[src/rtl/sprite_dma_pkg.sv]
// sprite_dma_pkg: constants shared between the sprite DMA engine and the
// video top level.
//   - State encoding of the DMA FSM (IDLE/READ/COPY/DONE).
//   - Default address/data widths and transfer length.
package sprite_dma_pkg;

  localparam logic [1:0] IDLE = 2'd0;
  localparam logic [1:0] READ = 2'd1;
  localparam logic [1:0] COPY = 2'd2;
  localparam logic [1:0] DONE = 2'd3;

  typedef enum logic [1:0] {
    S_IDLE = IDLE,
    S_READ = READ,
    S_COPY = COPY,
    S_DONE = DONE
  } state_t;

  localparam int SPR_SRC_AW = 12;  // CPU work RAM address width
  localparam int SPR_DST_AW = 7;   // sprite buffer RAM address width
  localparam int SPR_DW     = 8;   // data width of both RAMs
  localparam int SPR_LEN    = 128; // bytes copied per transfer

endpackage

[src/rtl/sprite_dma.sv]
// sprite_dma: copies LEN bytes from the CPU work RAM (registered-read,
// single port) into the sprite buffer RAM. One read is kept in flight
// ahead of each write, so a transfer takes LEN+2 cycles when not held.
//
// Ports
//   clk, rst_n            clock, asynchronous active-low reset
//   start, src_base       transfer request and source start address
//   hold                  freezes the engine for one cycle (READ/COPY only)
//   src_addr/rd_n/ce_n    source RAM strobes (active-low), src_q read data
//   dst_addr/din/wr_n/ce_n destination RAM strobes (active-low)
//   busy, done            transfer in progress, one-cycle completion pulse
//   dbg_state_o           current FSM state, for observation only
//
// Handshake: start is a level sampled only in IDLE; a start seen in any
// other state is dropped, never queued. done is a single-cycle pulse with
// busy still high; the next start can be taken in the following IDLE cycle.
module sprite_dma
  import sprite_dma_pkg::*;
#(
  parameter int SRC_AW = SPR_SRC_AW,
  parameter int DST_AW = SPR_DST_AW,
  parameter int DW     = SPR_DW,
  parameter int LEN    = SPR_LEN
) (
  input  logic              clk,
  input  logic              rst_n,
  input  logic              start,
  input  logic              hold,
  input  logic [SRC_AW-1:0] src_base,
  output logic [SRC_AW-1:0] src_addr,
  output logic              src_rd_n,
  output logic              src_ce_n,
  input  logic [DW-1:0]     src_q,
  output logic [DST_AW-1:0] dst_addr,
  output logic [DW-1:0]     dst_din,
  output logic              dst_wr_n,
  output logic              dst_ce_n,
  output logic              busy,
  output logic              done,
  output logic [1:0]        dbg_state_o
);

  // Read counter needs one extra bit to reach LEN itself (LEN may be
  // 2^DST_AW); the write counter never needs to hold more than LEN-1.
  localparam logic [DST_AW:0]   RC_LEN  = (DST_AW+1)'(LEN);
  localparam logic [DST_AW-1:0] WC_LAST = DST_AW'(LEN - 1);

  state_t            state_q, state_d;
  logic [SRC_AW-1:0] base_q, base_d;
  logic [DST_AW:0]   rc_q, rc_d;
  logic [DST_AW-1:0] wc_q, wc_d;
  logic [SRC_AW-1:0] rd_addr;

  // Source address wraps modulo 2^SRC_AW.
  assign rd_addr     = base_q + SRC_AW'(rc_q);
  assign dbg_state_o = state_q;

  always_ff @(posedge clk or negedge rst_n) begin
    if (!rst_n) begin
      state_q <= S_IDLE;
      base_q  <= '0;
      rc_q    <= '0;
      wc_q    <= '0;
    end else begin
      state_q <= state_d;
      base_q  <= base_d;
      rc_q    <= rc_d;
      wc_q    <= wc_d;
    end
  end

  // Outputs decode from the state/counter registers plus hold; in IDLE
  // they all sit at their reset values, so an asynchronous reset shows on
  // the pins immediately.
  always_comb begin
    state_d  = state_q;
    base_d   = base_q;
    rc_d     = rc_q;
    wc_d     = wc_q;
    src_addr = '0;
    src_rd_n = 1'b1;
    src_ce_n = 1'b1;
    dst_addr = '0;
    dst_din  = '0;
    dst_wr_n = 1'b1;
    dst_ce_n = 1'b1;
    busy     = 1'b0;
    done     = 1'b0;
    case (state_q)
      S_IDLE: begin
        if (start) begin
          base_d  = src_base;
          rc_d    = '0;
          wc_d    = '0;
          state_d = S_READ;
        end
      end
      S_READ: begin
        busy     = 1'b1;
        src_ce_n = 1'b0;
        src_addr = rd_addr;
        if (!hold) begin
          src_rd_n = 1'b0;
          rc_d     = rc_q + 1'b1;
          state_d  = S_COPY;
        end
      end
      S_COPY: begin
        busy     = 1'b1;
        src_ce_n = 1'b0;
        src_addr = rd_addr;
        dst_addr = wc_q;
        dst_din  = src_q;
        // A held cycle leaves rd_n high, so the RAM keeps src_q stable
        // for the write that resumes afterwards.
        if (!hold) begin
          dst_wr_n = 1'b0;
          dst_ce_n = 1'b0;
          wc_d     = wc_q + 1'b1;
          if (rc_q < RC_LEN) begin
            src_rd_n = 1'b0;
            rc_d     = rc_q + 1'b1;
          end
          if (wc_q == WC_LAST) begin
            state_d = S_DONE;
          end
        end
      end
      S_DONE: begin
        busy     = 1'b1;
        done     = 1'b1;
        src_ce_n = 1'b0;
        state_d  = S_IDLE;
      end
      default: state_d = S_IDLE;
    endcase
  end

endmodule
[config.mk]
export PLATFORM = sky130hd
export DESIGN_NAME = sprite_dma
export DESIGN_NICKNAME = d
export VERILOG_FILES = /design/src/rtl/sprite_dma_pkg.sv /design/src/rtl/sprite_dma.sv
export SDC_FILE = /design/constraint.sdc
export NUM_CORES = 1
export LEC_CHECK = 0
export ABC_AREA = 1
export CAP_MARGIN = 20
export CORE_MARGIN = 1
export CORE_UTILIZATION = 41
export CTS_CLUSTER_DIAMETER = 30
export DETAILED_ROUTE_END_ITERATION = 8
export DONT_BUFFER_PORTS = 1
export PLACE_DENSITY_LB_ADDON = 0.2
export REMOVE_ABC_BUFFERS = 1
export SLEW_MARGIN = 20
export SYNTH_ARGS = -nofsm -noshare
export SYNTH_HDL_FRONTEND = slang
export SYNTH_SLANG_ARGS = --single-unit
export TNS_END_PERCENT = 20
[constraint.sdc]
create_clock -name clk -period 4.8 [get_ports clk]
set_input_delay 1.44 -clock clk [delete_from_list [all_inputs] [get_ports clk]]
set_output_delay 1.44 -clock clk [all_outputs]
set_load 0.1 [all_outputs]
Yosys cells after proc, flatten, opt, wreduce, memory -nomap -nowiden --
Cells that the tools add are included.
Storage, ports and cells: logic and storage cells 50, register bits 29, output and inout bits 35
Cells by class: $lt $le $gt $ge 1, reductions and logical operators 9, add/subtract/negate cells 3, equal/unequal tests 9, multiplexer cells 24
Operator list (number):
- 8-bit 2-to-1 mux | 5
- 8-bit one-hot mux with 3 select lines | 1
- 7-bit 2-to-1 mux | 3
- 7-bit one-hot mux with 2 select lines | 1
- 12-bit by 8-bit adder with 12-bit output | 1
- 12-bit 2-to-1 mux | 1
- 2-bit inequality test (second input constant) | 5
- 8-bit by 1-bit adder with 8-bit output (second input constant) | 1
- 8-bit less-than comparator (second input constant) | 1
- 2-bit 2-to-1 mux | 4
- 2-bit one-hot mux with 4 select lines | 1
- 7-bit by 1-bit adder with 7-bit output (second input constant) | 1
- 7-bit == test (second input constant) | 1
- 1-bit 2-to-1 mux | 7
- 5-bit AND reduction | 1
- 2-bit == test (second input constant) | 2
- 4-bit AND reduction | 1
- 3-bit AND reduction | 1
- 3-bit nonzero test | 1
- 3-bit OR reduction | 1
- 2-bit by 1-bit == test with 1-bit output (second input constant) | 1
- 2-bit zero test | 1
- 1-bit one-hot mux with 2 select lines | 1
- 2-bit AND reduction | 1
- other kinds (2) | 2

Depth between registers and ports, before layout --
depth in word-level cells 4, mapped depth 11

Least setup slack after synthesis --
OpenSTA, ideal clock, no wires.
path type register to output, start register state_q[0], in the netlist dbg_state_o[0], end output port src_addr[10], stages on the path, launching flop included 7, slack 62 ps, data arrival time 3298 ps, path through dfrtp_1 inv_1 ha_1 clkbuf_1 clkbuf_1 nand2_1 nor2_1
On the way: cells in the longest elaborated chain, start to end 3
RTL lines:
- start: declaration | line sprite_dma.sv:48 | state_t state_q, state_d;
- start signal: assignment | line sprite_dma.sv:65 | state_q <= state_d;
- 2-bit == test / 2-bit by 1-bit == test with 1-bit output (equally long branches) | line sprite_dma.sv:89 | case (state_q)
- 2-bit OR reduction (no source line) *
- 12-bit 2-to-1 mux * | line sprite_dma.sv:89
- end: declaration | line sprite_dma.sv:30 | output logic [SRC_AW-1:0] src_addr,
Every way passes the cells marked *; elsewhere a longest branch is shown, timed or not.

Worst setup path in the final report --
start register state_q[0], in the netlist dbg_state_o[0], end output port src_addr[4]
The elaborated chain is that of the path after synthesis.

==> flow_summary.toml <==
[synthesis]
avgSynthCellArea_um2 = 7.052
synth_area_leaders = "dfrtp_1 (32%), nand2_1 (15%), inv_1 (8.8%)"
yosysSeqAreaShare_pct = 32.26
syn_inst = 319
ys_warn_count = 0
syn-cell-area_um2 = 2250
synth_top_area_share_pct = 32.26
ys_ff_latch = 29
yosysTopAreaCell = "dfrtp_1"
ys_types = 34

[timing]
setup_viol = 0
max_freq_mhz = 254.1
post-route-period-util_pct = 81.98
worst_pin_slew_ns = 1.067
fin_hold_ws_ns = 0.5254
slew_viol_final = 0
tns_ns = 0
rsz0062_at_grt = "no"
relSlewSlack_pct = 28.89
hold_viol_final = 0
min_period_ns = 3.935
worst_clock_skew_ns = 0.007596

[routing]
detail-route-antenna-nets = 0
vias = 2040
finalWirelength_um = 5069
via_per_inst = 4.857
drt-pass1-iter-count = 4
remaining_drc_errors = 0
wl_per_cell_um = 12.07
drtIter0Drc = 110

[setup_path]
critPathCaptureType = "output port"
startpoint_type = "flop"
reg2reg_depth = 8
worstPathMaxFanout = 17
rr_endpoint = "wc_q[2]"
worstPathArrival_ns = 2.49
r2r_start = "dbg_state_o[0]"
critPathKind = "flop to output port"
ff2ff_setup_slack_ns = 2.19
startpoint = "dbg_state_o[0]"
cp.required_ns = 3.36

[final_layout]
multiInputGateArea_um2 = 1296
final_common_cell = "nand2_1"
nets = 389
drive_gt1_share_pct = 21.43
instances_no_fill = 420
regArea_um2 = 725.7
layout_common_cells = "nand2_1 (87), inv_1 (53), buf_4 (32), dfrtp_1 (29), nand3_1 (25)"
area_growth_pct = 18.63
n_antenna_cell = 0
nFillCells = 525

[min_path]
hold_path_depth = 1
hold_class = "flop to flop"
hp-start = "base_q[2]"
min_to = "base_q[2]"

[cts]
post_cts_buffers = 0
cts_max_level = 2
cts_buffer_depth = 2
insertion_delay_ns = 0.28
cts.sinks = 29
cts_hold_buf = 0
cts_resized = 0
cts-root-buf = "clkbuf_8"
path_clk_slew_ns = 0.07
cts_buffers = 5
cts_tree = "yes"

[global_routing]
grt_max_degree = 30
grt_use_total_pct = 19.25
antenna_found_initial = 0
grt_overflow_total = 0
grt_first_pass_wirelength_um = 9087
grt_pass1_vias = 1959

[die]
chipWidth_um = 76.08
core-area_um2 = 5205
start_util_pct = 43.22
die_area_um2 = 5787
num_rows = 26
die_h_um = 76.08
ioPinCount = 59

[run_status]
outcome = "completed"

[run]
maxCapViolations = 0

[place]
dp_cells = 412
hpwl_um = 3825
gp_congestion = 0.8034
portBuffers = 0
-- cells in the mapped netlist --
cell / number
nand2_1: 88
inv_1: 53
dfrtp_1: 29
nor2_1: 29
nand3_1: 25
ha_1: 15
a21oi_1: 11
o21ai_0: 10
mux2_2: 9
nand4_1: 9
o21ai_1: 5
clkbuf_1: 4
a21oi_2: 3
nand2_2: 3
a31oi_1: 2
buf_4: 2
buf_6: 2
nor2_4: 2
nor3_1: 2
nor3_2: 2
a21boi_0: 1
a21o_1: 1
a31o_2: 1
and2_1: 1
buf_2: 1
fa_1: 1
inv_2: 1
nand3b_1: 1
o21ai_2: 1
o21ai_4: 1
o21bai_1: 1
or2_2: 1
xnor2_1: 1
xor2_1: 1
-- metal layers --
| layer | part of all wire [%] | track usage (%) | vias up |
|---|---|---|---|
| met2 | 45 | 31.00 | 60 |
| li1 | - | - | 1076 |
| met4 | 0.89 | 5.962 | 0 |
| met3 | 6.8 | 4.671 | 5 |
| met5 | 0 | 0 | - |
| met1 | 48 | 25.49 | 899 |
-- sequential cells by signal (all words and copies together), names as in the netlist --
register / count
wc_q: 7
dbg_state_o: 2
rc_q: 8
base_q: 12
-- cell type report --
| type | instances | share of cell area [%] |
|---|---|---|
| clock inverter | 1 | 1.125 |
| timing repair buffer | 32 | 9.001 |
| multi-input combinational | 227 | 48.57 |
| inverter | 54 | 7.595 |
| tap | 70 | 3.282 |
| clock buffer | 7 | 3.235 |
| sequential | 29 | 27.19 |
-- per-stage QoR --
step                      instance area (um2)  util [%]  setup slack [ns]
after floorplan                          2192         -           0.03394
after global placement                   2552     49.04             1.296
after detailed placement                 2552     49.04             1.209
after CTS                                2669     51.27            0.8791
after global routing                     2669     51.27            0.6789
final                                    2669     51.27            0.8651
-- logic make-up after synthesis --
kind of cell / synth area share (%)
flip-flops: 32.26
XOR/XNOR: 0.7788
AND/OR/NAND/NOR: 31.65
AO/OA/AOI/OAI: 10.01
buffers and inverters: 11.57
multiplexers: 4.505
adder cells (fa/ha/maj): 9.233
-- how the worst max path moves through the flow --
stage	end	depth (start not counted)
CTS	src_addr[4]	6
global placement	src_addr[2]	6
floorplan	src_addr[5]	4
finish	src_addr[4]	6
global route	src_addr[4]	6
detailed placement	src_addr[4]	6
-- critical path, cell delays in order, from the launching register on --
cell and delay, ns:
dfrtp_1 0.32, buf_4 0.31, inv_1 0.14, ha_1 0.69, inv_1 0.28, nor2_2 0.16, buf_4 0.30
Power is not shown: default switching activity piles up to over one toggle a cycle in this logic, so the estimate is an artifact.
